--- src/rtl/pipe_pkg.sv ---
// Shared definitions for the pipeline controller.
//   - controller FSM state encoding (RUN / MDU_WAIT)
//   - forward-select codes driven on fwd_a / fwd_b
//   - fwd_sel(): priority forward mux select (EX result over MEM result)
package pipe_pkg;

   localparam logic [0:0] ST_RUN      = 1'b0;
   localparam logic [0:0] ST_MDU_WAIT = 1'b1;

   localparam logic [1:0] FWD_REG = 2'd0;  // operand from register file
   localparam logic [1:0] FWD_MEM = 2'd1;  // EX result, now in MEM
   localparam logic [1:0] FWD_WB  = 2'd2;  // MEM result, now in WB

   typedef logic [1:0] fwd_t;

   // The younger producer (EX) must win, it holds the newest value.
   function automatic fwd_t fwd_sel(input logic ex_hit, input logic ex_wen,
                                    input logic mem_hit, input logic mem_wen);
      if (ex_hit && ex_wen)
         return FWD_MEM;
      else if (mem_hit && mem_wen)
         return FWD_WB;
      else
         return FWD_REG;
   endfunction

endpackage

--- src/rtl/pipe_ctrl_if.sv ---
// Hazard/forward bus between the pipeline datapath and pipe_ctrl.
//   Datapath -> controller: ID sources and use flags, id_mdu, EX/MEM
//     destinations and write/load flags, ex_branch_taken, ex_mdu_start.
//   Controller -> datapath: pc_en, if_id_en, if_id_flush, id_ex_flush,
//     fwd_a, fwd_b, mdu_busy.
// master = datapath side, slave = controller side.
interface pipe_ctrl_if #(parameter int RW = 5);
   logic [RW-1:0] id_rs, id_rt;
   logic          id_use_rs, id_use_rt;
   logic          id_mdu;
   logic [RW-1:0] ex_rd, mem_rd;
   logic          ex_regwrite, mem_regwrite, ex_memtoreg;
   logic          ex_branch_taken;
   logic          ex_mdu_start;
   logic          pc_en, if_id_en, if_id_flush, id_ex_flush;
   logic [1:0]    fwd_a, fwd_b;
   logic          mdu_busy;

   modport master (
      output id_rs, id_rt, id_use_rs, id_use_rt, id_mdu, ex_rd, mem_rd,
             ex_regwrite, mem_regwrite, ex_memtoreg, ex_branch_taken, ex_mdu_start,
      input  pc_en, if_id_en, if_id_flush, id_ex_flush, fwd_a, fwd_b, mdu_busy
   );

   modport slave (
      input  id_rs, id_rt, id_use_rs, id_use_rt, id_mdu, ex_rd, mem_rd,
             ex_regwrite, mem_regwrite, ex_memtoreg, ex_branch_taken, ex_mdu_start,
      output pc_en, if_id_en, if_id_flush, id_ex_flush, fwd_a, fwd_b, mdu_busy
   );
endinterface

--- src/rtl/pipe_hazard_cmp.sv ---
// Source/destination register comparator (combinational).
//   src     : ID source register specifier
//   use_src : ID instruction actually reads src
//   dst     : downstream destination register specifier
//   hit     : src is read and matches a non-zero dst
// Register 0 is hard-wired zero, so it never produces a hazard.
module pipe_hazard_cmp #(
   parameter int RW = 5
) (
   input  logic [RW-1:0] src,
   input  logic          use_src,
   input  logic [RW-1:0] dst,
   output logic          hit
);
   assign hit = use_src && (dst != '0) && (src == dst);
endmodule

--- src/rtl/pipe_ctrl.sv ---
// Pipeline hazard / forwarding controller.
//   clk, rst (async, active-high) plus the pipe_ctrl_if slave bus.
//   Produces PC / IF-ID enables, flushes, operand forward selects and
//   the multiply/divide busy flag. All outputs are combinational.
// Parameters: MDU_CYCLES (2..255) MDU latency, RW register-specifier width.
// Build option: define PIPE_CTRL_FORWARD_EN to enable EX/MEM forwarding;
//   otherwise fwd_a/fwd_b stay 0 and any RAW match on EX/MEM stalls.
module pipe_ctrl
   import pipe_pkg::*;
#(
   parameter int MDU_CYCLES = 32,
   parameter int RW         = 5
) (
   input logic       clk,
   input logic       rst,
   pipe_ctrl_if.slave bus
);

   localparam logic [7:0] CNT_LOAD = 8'(MDU_CYCLES - 1);

   // index 0 = rs, 1 = rt ; destination 0 = EX, 1 = MEM
   logic [1:0][RW-1:0] src;
   logic [1:0]         use_src;
   logic [1:0][RW-1:0] dst;
   logic [1:0][1:0]    hit;   // hit[src][dst]

   assign src     = {bus.id_rt, bus.id_rs};
   assign use_src = {bus.id_use_rt, bus.id_use_rs};
   assign dst     = {bus.mem_rd, bus.ex_rd};

   for (genvar s = 0; s < 2; s++) begin : g_src
      for (genvar d = 0; d < 2; d++) begin : g_dst
         pipe_hazard_cmp #(.RW(RW)) u_cmp (
            .src     (src[s]),
            .use_src (use_src[s]),
            .dst     (dst[d]),
            .hit     (hit[s][d])
         );
      end
   end

   // MDU wait FSM
   logic [0:0] state;
   logic [7:0] cnt;

   always_ff @(posedge clk or posedge rst) begin
      if (rst) begin
         state <= ST_RUN;
         cnt   <= '0;
      end else begin
         case (state)
            ST_RUN: if (bus.ex_mdu_start) begin
               state <= ST_MDU_WAIT;
               cnt   <= CNT_LOAD;
            end
            default: begin
               // a new MDU start cannot be issued here: ID is held by mdu_stall
               if (cnt == '0) state <= ST_RUN;
               else           cnt   <= cnt - 8'd1;
            end
         endcase
      end
   end

   logic mdu_stall, lu_stall, raw_stall, stall;
   logic ex_hit, mem_hit;
   fwd_t fwd_a_n, fwd_b_n;

   assign ex_hit    = hit[0][0] | hit[1][0];
   assign mem_hit   = hit[0][1] | hit[1][1];
   assign mdu_stall = (state == ST_MDU_WAIT) && bus.id_mdu;
   assign lu_stall  = bus.ex_memtoreg && ex_hit;

`ifdef PIPE_CTRL_FORWARD_EN
   assign fwd_a_n   = fwd_sel(hit[0][0], bus.ex_regwrite, hit[0][1], bus.mem_regwrite);
   assign fwd_b_n   = fwd_sel(hit[1][0], bus.ex_regwrite, hit[1][1], bus.mem_regwrite);
   assign raw_stall = 1'b0;
`else
   // No bypass: wait until the producer reaches WB (regfile writes before reads).
   assign fwd_a_n   = FWD_REG;
   assign fwd_b_n   = FWD_REG;
   assign raw_stall = (bus.ex_regwrite && ex_hit) || (bus.mem_regwrite && mem_hit);
`endif

   assign stall = lu_stall | mdu_stall | raw_stall;

   always_comb begin
      bus.pc_en       = 1'b1;
      bus.if_id_en    = 1'b1;
      bus.if_id_flush = 1'b0;
      bus.id_ex_flush = 1'b0;
      bus.fwd_a       = fwd_a_n;
      bus.fwd_b       = fwd_b_n;
      bus.mdu_busy    = (state == ST_MDU_WAIT);
      if (rst) begin
         bus.pc_en       = 1'b0;
         bus.if_id_en    = 1'b0;
         bus.if_id_flush = 1'b1;
         bus.id_ex_flush = 1'b1;
         bus.fwd_a       = FWD_REG;
         bus.fwd_b       = FWD_REG;
         bus.mdu_busy    = 1'b0;
      end else if (bus.ex_branch_taken) begin
         // wrong-path instructions are discarded, so a stall is moot
         bus.if_id_flush = 1'b1;
         bus.id_ex_flush = 1'b1;
      end else if (stall) begin
         bus.pc_en       = 1'b0;
         bus.if_id_en    = 1'b0;
         bus.id_ex_flush = 1'b1;
      end
   end

endmodule

--- src/flat_wrapper.sv ---
// flat-port wrapper written by rule: the top's interface ports become plain ports
module pipe_ctrl_flat import pipe_pkg::*;
#(
   parameter int MDU_CYCLES = 32,
   parameter int RW         = 5
)
  (clk, rst, bus_id_rs, bus_id_rt, bus_id_use_rs, bus_id_use_rt, bus_id_mdu, bus_ex_rd, bus_mem_rd, bus_ex_regwrite, bus_mem_regwrite, bus_ex_memtoreg, bus_ex_branch_taken, bus_ex_mdu_start, bus_pc_en, bus_if_id_en, bus_if_id_flush, bus_id_ex_flush, bus_fwd_a, bus_fwd_b, bus_mdu_busy);
  pipe_ctrl_if #(.RW(RW)) bus_i ();
  input logic clk;
  input logic rst;
  input wire logic [$bits(bus_i.id_rs)-1:0] bus_id_rs;
  input wire logic [$bits(bus_i.id_rt)-1:0] bus_id_rt;
  input wire logic [$bits(bus_i.id_use_rs)-1:0] bus_id_use_rs;
  input wire logic [$bits(bus_i.id_use_rt)-1:0] bus_id_use_rt;
  input wire logic [$bits(bus_i.id_mdu)-1:0] bus_id_mdu;
  input wire logic [$bits(bus_i.ex_rd)-1:0] bus_ex_rd;
  input wire logic [$bits(bus_i.mem_rd)-1:0] bus_mem_rd;
  input wire logic [$bits(bus_i.ex_regwrite)-1:0] bus_ex_regwrite;
  input wire logic [$bits(bus_i.mem_regwrite)-1:0] bus_mem_regwrite;
  input wire logic [$bits(bus_i.ex_memtoreg)-1:0] bus_ex_memtoreg;
  input wire logic [$bits(bus_i.ex_branch_taken)-1:0] bus_ex_branch_taken;
  input wire logic [$bits(bus_i.ex_mdu_start)-1:0] bus_ex_mdu_start;
  output wire logic [$bits(bus_i.pc_en)-1:0] bus_pc_en;
  output wire logic [$bits(bus_i.if_id_en)-1:0] bus_if_id_en;
  output wire logic [$bits(bus_i.if_id_flush)-1:0] bus_if_id_flush;
  output wire logic [$bits(bus_i.id_ex_flush)-1:0] bus_id_ex_flush;
  output wire logic [$bits(bus_i.fwd_a)-1:0] bus_fwd_a;
  output wire logic [$bits(bus_i.fwd_b)-1:0] bus_fwd_b;
  output wire logic [$bits(bus_i.mdu_busy)-1:0] bus_mdu_busy;
  assign bus_i.id_rs = bus_id_rs;
  assign bus_i.id_rt = bus_id_rt;
  assign bus_i.id_use_rs = bus_id_use_rs;
  assign bus_i.id_use_rt = bus_id_use_rt;
  assign bus_i.id_mdu = bus_id_mdu;
  assign bus_i.ex_rd = bus_ex_rd;
  assign bus_i.mem_rd = bus_mem_rd;
  assign bus_i.ex_regwrite = bus_ex_regwrite;
  assign bus_i.mem_regwrite = bus_mem_regwrite;
  assign bus_i.ex_memtoreg = bus_ex_memtoreg;
  assign bus_i.ex_branch_taken = bus_ex_branch_taken;
  assign bus_i.ex_mdu_start = bus_ex_mdu_start;
  assign bus_pc_en = bus_i.pc_en;
  assign bus_if_id_en = bus_i.if_id_en;
  assign bus_if_id_flush = bus_i.if_id_flush;
  assign bus_id_ex_flush = bus_i.id_ex_flush;
  assign bus_fwd_a = bus_i.fwd_a;
  assign bus_fwd_b = bus_i.fwd_b;
  assign bus_mdu_busy = bus_i.mdu_busy;
  pipe_ctrl #(.MDU_CYCLES(MDU_CYCLES), .RW(RW)) u_core (.clk(clk), .rst(rst), .bus(bus_i));
endmodule
--- config.mk ---
export PLATFORM = sky130hd
export DESIGN_NAME = pipe_ctrl_flat
export DESIGN_NICKNAME = d
export VERILOG_FILES = /design/src/rtl/pipe_pkg.sv /design/src/rtl/pipe_ctrl_if.sv /design/src/rtl/pipe_hazard_cmp.sv /design/src/rtl/pipe_ctrl.sv /design/src/flat_wrapper.sv
export SDC_FILE = /design/constraint.sdc
export NUM_CORES = 1
export LEC_CHECK = 0
export CAP_MARGIN = 20
export CORE_AREA = 2 2 64 42
export CTS_CLUSTER_SIZE = 40
export DETAILED_ROUTE_END_ITERATION = 16
export DIE_AREA = 0 0 66 44
export GPL_TIMING_DRIVEN = 0
export PLACE_DENSITY = 0.77
export SETUP_SLACK_MARGIN = 0.2
export SLEW_MARGIN = 20
export SYNTH_ARGS = -nofsm -noshare
export SYNTH_HDL_FRONTEND = slang
export SYNTH_HIERARCHICAL = 1
export SYNTH_SLANG_ARGS = --single-unit
--- constraint.sdc ---
create_clock -name clk -period 2.1 [get_ports clk]
set_input_delay 0.42 -clock clk [delete_from_list [all_inputs] [get_ports clk]]
set_output_delay 0.42 -clock clk [all_outputs]
set_load 0.03 [all_outputs]
* Word level (Yosys, flattened, before mapping)
Index checks and enable logic that the tools add are counted.
** Cells by class
- Bitwise logic cells :: 4
- Multipliers :: 0
- Order comparisons :: 0
- Eq/ne operators :: 5
- Mux-type cells :: 15
- Div/mod/pow operators :: 0
- Reductions and logical operators :: 18
- Shift-type cells :: 0
- $add $sub $neg :: 1
** Operators with widths (number)
- $mux 8 :: 3
- $eq 5x5->1 :: 4
- $logic_and 1x1->1 :: 12
- $mux 1 :: 12
- $reduce_bool 5->1 :: 2
- $logic_not 8->1 :: 1
- $sub 8x1->8 const B :: 1
- $or 1x1->1 :: 4
- $ne 2x2->1 const B :: 1
- $reduce_and 2->1 :: 1
- $reduce_bool 2->1 :: 1
- $logic_or 1x1->1 :: 1
** Storage, ports and cells
- Word-level logic and storage cells :: 45
- Bits in read-only memories :: 0
- Output and inout port bits :: 9
- Memories :: 0
- Memory bits (writable) :: 0
- Register bits :: 9
- Latch bits :: 0

* Depth between registers and ports, before layout
Gate-level depths: netlist of run 1.
- Word-level depth :: 10
- Gate-level depth with buffers :: 7
- Depth with buffers taken out :: 6

* By module
The synthesis of run 1 kept the hierarchy.
** Modules (own cells, without submodules)
- pipe_ctrl :: area each 656.9 um^2, instances 1, seq. area each 225.2 um^2, cells an instance 69
- pipe_hazard_cmp :: area each 70.1 um^2, instances 4, seq. area each 0.0 um^2, cells an instance 10

* Least setup slack after synthesis of run 1
Ideal clock, no wire load.
- Path kind :: in2out
- Start point :: input port bus_ex_rd[0]
- End point :: output port bus_pc_en
- Path buffers :: 1
- Stages on the path :: 7
- Data arrival time :: 1.991 ns
- Path slack :: -0.311 ns
- Path through :: nor4_1 > o21ai_0 > and4_1 > o22ai_1 > nand3_1 > a21oi_1 > buf_4
** RTL lines
- from (decl) :: line flat_wrapper.sv:16 : input wire logic [$bits(bus_i.ex_rd)-1:0] bus_ex_rd;
- to (decl) :: line flat_wrapper.sv:23 : output wire logic [$bits(bus_i.pc_en)-1:0] bus_pc_en;

==> flow_summary.toml, run 1 <==
[yosys]
synth_area_per_cell_um2 = 8.60
synth-xor-area-share = 0.150
synth-main-ff-cell = "dfrtp_1"
ys_warn_count = 6
yosys.area.top_type = "dfrtp_1"
synth_seq_cells = 9
postSynthCellCount = 109
yosys.area.top_type_share = 0.240
synth_top_family_by_area = "simple AND/OR/NAND/NOR gates"
synth-simple-area-share = 0.334
synthesis.area_um2 = 937
ys_seq_area_frac = 0.240
synth-edff-count = 0
async_flop_share = 1.00
synth_cell_types = 37
synth_area_leaders = "dfrtp_1 (24%), xor2_1 (11%), buf_4 (4.8%), nand2_1 (4.4%), and4_1 (3.7%)"
synth_compound_area_frac = 0.130
synth.area.mux_share = 0.0320
synthAdderAreaFrac = 0.0267

[outcome]
status = "finished with violations"
violations = "setup timing"

[routing]
vias = 1008
wl_per_cell_um = 16.0
ant_nets = 0
drt-initial-drc-count = 50
vias_per_cell = 5.45
drt_first_pass_iters = 4
drc = 0
finalWirelength_um = 2960

[job]
max-cap-violations = 0

[sta]
setup_slack_ps = -95.4
rsz0062_at_grt = "yes"
maxSlewViolCount = 0
setup_violations = 3
period_needed_ps = 2200
hold_violations = 0
fmax_mhz = 456
skew_ps = 1.34
period_share = 1.05

[critical_path]
reg2reg_depth = 5
startpoint = "bus_mem_rd[0]"
r2r_start = "u_core/cnt[0]"
r2r_setup_slack_ps = 400
worstPathRequired_ps = 1680
cp-end-kind = "output port"
crit-reg2reg-capture = "u_core/cnt[6]"
path_class = "primary input to output port"
worst-path-max-fanout = 4
setup.worst_path.start_class = "primary input"
critPathArrivalTime_ps = 1780

[clocking]
cts-hold-fix-buffers = 0
cts_max_level = 1
cts_tree = "built"
root_buffer = "clkbuf_8"
clkLatencyLatePin_ps = 240
clockBufferDepth = 2
cts_buffers = 3
clkSinkCount = 9
path_clk_slew_ps = 50

[power_and_ir_drop]
peakVddDrop_mv = 0.352
power_switching_mw = 0.481
p_leak_nw = 0.661
p_comb_frac = 0.487
p_int_mw = 0.678
seq_power_share = 0.335
clkPwrFrac = 0.178
p_per_area_nw_per_um2 = 800
p_sw_frac = 0.415

[grt]
grt_pass1_wl_um = 4740
grt_max_degree = 11
antenna_found_initial = 0
grt.total_usage = 0.218
grt_pass1_vias = 1029
overflow = 0

[worst_hold_path]
hp-class = "primary input to asynchronous set/reset pin"

[placement]
gp_congestion = 0.882
port_buffers = 34
dp_hpwl_um = 2290
dpl.cell_count = 178
placed_area_um2 = 1340

[layout]
seqCellArea_um2 = 225
area_growth_pct = 54.6
multiInputGateArea_um2 = 729
layout.cells.non_filler = 185
drive_gt1_frac = 0.314
layout.nets = 186
fin_area_um2 = 1450
n_antenna_cell = 0
n_fill_cell = 202

[floorplan]
die_h_um = 44
io_pins = 39
die_area_um2 = 2900
initial_core_util = 0.399
rows = 14
chipWidth_um = 66
coreArea_um2 = 2350
==> worst max path at each step <==
| stage | to | slack (ps) | depth (start not counted) |
|---|---|---|---|
| after floorplan | bus_pc_en | 70 | 7 |
| after global placement | bus_pc_en | -1130 | 9 |
| after detailed placement | bus_pc_en | -1100 | 9 |
| after CTS | bus_pc_en | -120 | 9 |
| after global routing | bus_pc_en | -170 | 9 |
| final | bus_id_ex_flush | -100 | 8 |
==> synth_stat cells (all sizes together) (4+ instances only) <==
cell type  count
xor2          12
nand2         11
dfrtp          9
buf            7
nor3           7
inv            6
nor4           5
o21ai          5
or2            5
and4           4
xnor2          4
==> cell families after synthesis <==
logic type,after synthesis
adders and majority gates,2
muxes,3
DFF,9
xor gates and xnor gates,16
buffers and inverters,13
other,1
AOI/OAI and AO/OA,17
and+or+nand+nor,48
==> timing repair <==
action	in CTS	in global routing
setup endpoints to repair	5	5
cloned	0	0
setup buffers	1	2
gates resized for setup	87	20
pin swaps	15	12
==> worst max-delay path, stage by stage <==
cell,delay [ps]
buf_4,150
nor4_4,300
o21ai_1,100
and4_1,180
o21ai_2,130
nand3_2,120
or2_1,240
buf_6,140
==> power groups by stage <==
stage	combinational, mW	sequential (mW)	clock [mW]
2_1_floorplan	0.393	0.355	0
4_1_cts	0.545	0.383	0.207
5_1_grt	0.623	0.399	0.219
6_report	0.565	0.388	0.207
3_5_place_dp	0.550	0.386	0
3_3_place_gp	0.524	0.376	0
==> final cells by class <==
cell class              count  share of cell area
clock buffers               4              0.0311
repair buffers             37               0.223
well taps                  32              0.0276
inverters                   6              0.0181
multi-input cells          90               0.503
plain buffers               7              0.0415
flip-flops and latches      9               0.155
==> per-layer routing <==
metal,part of all wire,GRT usage,vias up
met5,0,0,-
met4,0.021,0.0531,0
met3,0.049,0.0442,8
met2,0.50,0.374,40
met1,0.43,0.285,488
li1,-,-,472
==> sequential cells by signal, indices dropped and copies added, names as in the netlist <==
register      flops
u_core/cnt        8
u_core/state      1
==> metrics by stage <==
stage	hold WS [ps]	setup TNS, ps	util	worst slack (ps)	total power, mW
4_1_cts	565	-470	0.587	-124	1.13
3_3_place_gp	545	-3690	0.572	-1130	0.900
6_report	283	-269	0.617	-95.4	1.16
3_5_place_dp	554	-3600	0.572	-1100	0.936
2_1_floorplan	256	0	-	66.4	0.748
5_1_grt	307	-514	0.617	-175	1.24
==> cell usage in the layout, fill, tap and decap left out, types with 4 or more instances in the layout <==
master            n
nor3_1            6
xor2_1           12
buf_6             5
dlygate4sd2_1     6
and4_1            4
or2_1             5
nand2_1          11
clkdlybuf4s50_1   8
inv_1             4
buf_2             7
dfrtp_1           9
clkdlybuf4s15_1   4
buf_4            10
xnor2_1           4
conb_1            4
(Power assumes the default switching activity.)
==> run 2, diff against run 1 <==
--- a/config.mk
+++ b/config.mk
@@ -10,8 +10,8 @@
 export CTS_CLUSTER_SIZE = 40
 export DETAILED_ROUTE_END_ITERATION = 16
 export DIE_AREA = 0 0 66 44
-export GPL_TIMING_DRIVEN = 0
-export PLACE_DENSITY = 0.77
+export GPL_TIMING_DRIVEN = 1
+export PLACE_DENSITY = 0.78
 export SETUP_SLACK_MARGIN = 0.2
 export SLEW_MARGIN = 20
 export SYNTH_ARGS = -nofsm -noshare
==> flow_summary.toml, run 2 (same netlist as run 1, synthesis figures left out) <==
[sta]
period_needed_ps = 2230
rsz0062_at_grt = "yes"
setup_violations = 3
period_share = 1.06
fmax_mhz = 449
hold_violations = 0
skew_ps = 1.06
setup_slack_ps = -128
maxSlewViolCount = 0

[critical_path]
cp_slowest_cell = "nor3_1"
max_stage_delay_ps = 270
worst-path-max-fanout = 2
worstPathRequired_ps = 1680
path_cells = "dlygate4sd2_1 > xor2_1 > nor3_1 > and4_1 > o21ai_1 > nand3_1 > buf_4 > a21oi_4 > buf_6"
critPathArrivalTime_ps = 1810
r2r_setup_slack_ps = 360
r2r_start = "u_core/cnt[0]"
path_class = "primary input to output port"
setup.worst_path.start_class = "primary input"
crit-reg2reg-capture = "u_core/cnt[6]"
cp-end-kind = "output port"
reg2reg_depth = 5

[power_and_ir_drop]
seq_power_share = 0.359
power_switching_mw = 0.475
p_per_area_nw_per_um2 = 793
p_leak_nw = 0.649
peakVddDrop_mv = 0.323
p_sw_frac = 0.418
p_int_mw = 0.663
p_comb_frac = 0.460
total_power_mw = 1.14
clkPwrFrac = 0.181

[floorplan]
initial_core_util = 0.399
die_area_um2 = 2900
chipWidth_um = 66
rows = 14
die_h_um = 44
coreArea_um2 = 2350
io_pins = 39

[clocking]
root_buffer = "clkbuf_8"
clkLatencyLatePin_ps = 240
clkSinkCount = 9
cts-hold-fix-buffers = 0
clockBufferDepth = 2
path_clk_slew_ps = 50
cts_max_level = 1
cts_buffers = 3
cts_tree = "built"

[routing]
vias_per_cell = 5.31
wl_per_cell_um = 16.0
drc = 0
finalWirelength_um = 2940
ant_nets = 0
drt_first_pass_iters = 4
drt-initial-drc-count = 64
vias = 977

[placement]
dp_hpwl_um = 2110
port_buffers = 34
gp_congestion = 1.01
dpl.cell_count = 179

[grt]
grt_use_met3 = 0.0390
grt_pass1_vias = 914
busiest_layer = "met2"
grt_pass1_wl_um = 4340
grt.total_usage = 0.202
met2_usage = 0.325
overflow = 0
antenna_found_initial = 0
grt_util_met1 = 0.289
grt_max_degree = 12

[job]
max-cap-violations = 0

[layout]
utilization = 0.611
layout.cells.non_filler = 184
n_antenna_cell = 0
area_growth_pct = 53.1
reg_top3 = "u_core/cnt (8), u_core/state (1)"
layout.nets = 185
largest_reg_flops = 8
layout_commonest_cell = "buf_4"
drive_gt1_frac = 0.263
final_cell_mix = "buf_4 (13), xor2_1 (12), nand2_1 (11)"
regMostFlops = "u_core/cnt"
n_fill_cell = 203

[outcome]
violations = "setup timing"
status = "finished with violations"

[worst_hold_path]
hp-class = "primary input to asynchronous set/reset pin"
==> run 2: cell count changes in the layout (fill, tap and decap cells not counted), sizes merged <==
cell,previous run,this run
buf,23,22
clkbuf,5,4
inv,5,6
clkinvlp,1,0
clkdlybuf4s15,5,2
dlymetal6s2s,1,0
clkdlybuf4s50,8,9
dlygate4sd2,6,10
==> run 2: per-stage QoR <==
step           setup slack, ps  hold WS (ps)  TNS, ps  area, um2
2_1_floorplan             66.4           256        0        963
3_3_place_gp              -957           539    -2090       1330
3_5_place_dp             -1020           548    -2260       1330
4_1_cts                   -123           529     -291       1390
5_1_grt                   -223           547     -626       1440
6_report                  -128           525     -338       1440
==> run 2: timing repair <==
| item | CTS | global route |
|---|---|---|
| setup endpoints to repair | 3 | 3 |
| setup buffers | 1 | 0 |
| gates resized for setup | 67 | 16 |
| pin swaps | 16 | 8 |
==> run 2: final cells by class <==
class,instances,area (um2),area share
inverter,6,22.5,0.0157
timing repair buffer,43,392,0.273
clock buffer,4,45.0,0.0314
sequential,9,225,0.157
multi-input combinational,90,711,0.495
tap,32,40.0,0.0279
==> run 2: per-layer routing <==
metal,part of all wire,vias to the layer above,wire (um)
met2,0.49,32,1430
met1,0.46,470,1340
li1,-,473,-
met4,0.0065,0,19
met5,0,-,0
met3,0.052,2,153
==> run 2: power groups by stage <==
stage                     Clock [mW]  Sequential (mW)  Combinational [mW]
after global placement             0            0.392               0.486
final                          0.206            0.408               0.524
after CTS                      0.211            0.402               0.505
after floorplan                    0            0.355               0.393
after detailed placement           0            0.398               0.503
after global routing           0.218            0.424               0.576
==> run 2: worst max-delay path, delay by kind of cell <==
family          cells  cell delay (ps)
simple gates        3              620
buf+inv             3              510
xor+xnor            1              140
compound gates      2              110
==> run 2: worst max path at each step <==
stage,endpoint,cells after the start,from,slack (ps)
6_report,bus_pc_en,9,bus_id_rs[3],-130
3_3_place_gp,bus_id_ex_flush,8,bus_ex_rd[3],-960
5_1_grt,bus_pc_en,9,bus_ex_rd[0],-220
3_5_place_dp,bus_id_ex_flush,8,bus_ex_rd[3],-1020
4_1_cts,bus_if_id_en,9,bus_ex_rd[0],-120
2_1_floorplan,bus_pc_en,7,bus_ex_rd[3],70
==> run 3, diff against run 2 <==
--- a/config.mk
+++ b/config.mk
@@ -6,12 +6,12 @@
 export NUM_CORES = 1
 export LEC_CHECK = 0
 export CAP_MARGIN = 20
-export CORE_AREA = 2 2 64 42
+export CORE_AREA = 2 2 49 51
 export CTS_CLUSTER_SIZE = 40
 export DETAILED_ROUTE_END_ITERATION = 16
-export DIE_AREA = 0 0 66 44
+export DIE_AREA = 0 0 51 53
 export GPL_TIMING_DRIVEN = 1
-export PLACE_DENSITY = 0.78
+export PLACE_DENSITY = 0.82
 export SETUP_SLACK_MARGIN = 0.2
 export SLEW_MARGIN = 20
 export SYNTH_ARGS = -nofsm -noshare
==> constraint.sdc (replaced) <==
create_clock -name clk -period 2.6 [get_ports clk]
set_input_delay 0.52 -clock clk [delete_from_list [all_inputs] [get_ports clk]]
set_output_delay 0.52 -clock clk [all_outputs]
set_load 0.03 [all_outputs]
==> flow_summary.toml, run 3 (same netlist as run 1, synthesis figures left out) <==
[layout]
largest_reg_flops = 8
n_antenna_cell = 0
regMostFlops = "u_core/cnt"
reg_top3 = "u_core/cnt (8), u_core/state (1)"
final_cell_mix = "buf_4 (11), nand2_1 (11), xor2_1 (11)"
layout.nets = 184
area_growth_pct = 50.1
drive_gt1_frac = 0.291

[routing]
drc = 0
vias_per_cell = 5.35
drt-initial-drc-count = 24
finalWirelength_um = 2570
wl_per_cell_um = 14.4
ant_nets = 0
drt_first_pass_iters = 4
vias = 957

[clocking]
cts_buffers = 3
path_clk_slew_ps = 60
clkSinkCount = 9
root_buffer = "clkbuf_4"
cts_tree = "built"
cts-hold-fix-buffers = 0
clkLatencyLatePin_ps = 260
cts_max_level = 1
clockBufferDepth = 2

[sta]
period_needed_ps = 2400
hold_violations = 0
rsz0062_at_grt = "yes"
period_share = 0.924
setup_violations = 0
maxSlewViolCount = 0
fmax_mhz = 416
fin_setup_tns_ps = 0
skew_ps = 4.40

[power_and_ir_drop]
total_power_mw = 0.852
p_per_area_nw_per_um2 = 605
p_leak_nw = 0.643
peakVddDrop_mv = 0.319

[critical_path]
reg2reg_depth = 5
worst-path-max-fanout = 4
cp-end-kind = "output port"
worstPathRequired_ps = 2080
setup.worst_path.start_class = "primary input"
path_class = "primary input to output port"
critPathArrivalTime_ps = 1880

[grt]
grt.total_usage = 0.209
antenna_found_initial = 0
grt_max_degree = 13
grt_pass1_vias = 969
grt_pass1_wl_um = 4170
overflow = 0

[worst_hold_path]
hp-class = "register to register"
min_delay_path_depth = 1

[floorplan]
initial_core_util = 0.436
chipWidth_um = 51
rows = 17
die_h_um = 53
io_pins = 39
coreArea_um2 = 2150
die_area_um2 = 2700

[job]
max-cap-violations = 0

[outcome]
status = "finished clean"

[placement]
dp_hpwl_um = 1920
gp_congestion = 0.782
port_buffers = 34
[run 3: cell types whose count changed in the layout (fill, tap and decap cells not counted), moves of 2 or more]
| cell | delta |
|---|---|
| buf_8 | -2 |
| clkdlybuf4s15_1 | -2 |
| buf_4 | -2 |
| clkbuf_8 | -3 |
| clkbuf_2 | +5 |
| clkbuf_4 | +3 |
| dlygate4sd2_1 | -3 |
[run 3: metal layers]
layer,track usage,share of wire
met1,0.214,0.38
met2,0.422,0.55
met3,0.0198,0.060
met4,0.0901,0.0054
met5,0,0
[run 3: path summary, 6_finish.rpt]
check,startpoint,endpoint,slack [ps]
setup / recovery,bus_mem_rd[2],bus_if_id_en,200
hold / removal,u_core/cnt[0],u_core/cnt[0],550
setup reg to reg,u_core/cnt[0],u_core/cnt[6],910
hold reg to reg,u_core/cnt[0],u_core/cnt[0],550
max in group asynchronous,rst,u_core/cnt[6],1780
min in group asynchronous,rst,u_core/cnt[5],680
[run 3: layout make-up]
type	count	area [um2]
Sequential cell	9	225
Clock buffer	4	26.3
Tap cell	28	35.0
Timing Repair Buffer	42	369
Fill cell	179	742
Multi-Input combinational cell	90	728
Inverter	6	22.5
[run 3: stage by stage]
stage               std cells  hold WS, ps  area [um2]  utilization  setup WS (ps)
finish                    179          550        1410        0.655            198
CTS                       178          556        1380        0.642            202
global placement          174          542        1320        0.614           -585
detailed placement        174          547        1320        0.614           -640
global route              179          591        1410        0.655            131
floorplan                 112          356         952            -            207
[run 3: power by group]
| group | leakage (nW) | switching (mW) | internal [mW] |
|---|---|---|---|
| registers | 0.103 | 0.122 | 0.207 |
| clock network | 0.0150 | 0.0511 | 0.0593 |
| logic | 0.525 | 0.194 | 0.218 |
| total | 0.643 | 0.367 | 0.484 |
[run 3: worst max-delay path, cell delays in order]
cell,delay [ps]
buf_4,140
buf_4,130
xor2_1,140
nor3_1,70
and4_1,200
o21ai_1,110
nand3_1,100
buf_4,150
a21oi_4,160
buf_6,150
[run 3: repair_timing]
item / 4_1_cts / 5_1_grt
pin swaps: 18 / 12
resized for setup: 73 / 28
hold endpoints to repair: 0 / 0
buffers inserted: 0 / 1
setup endpoints to repair: 3 / 4
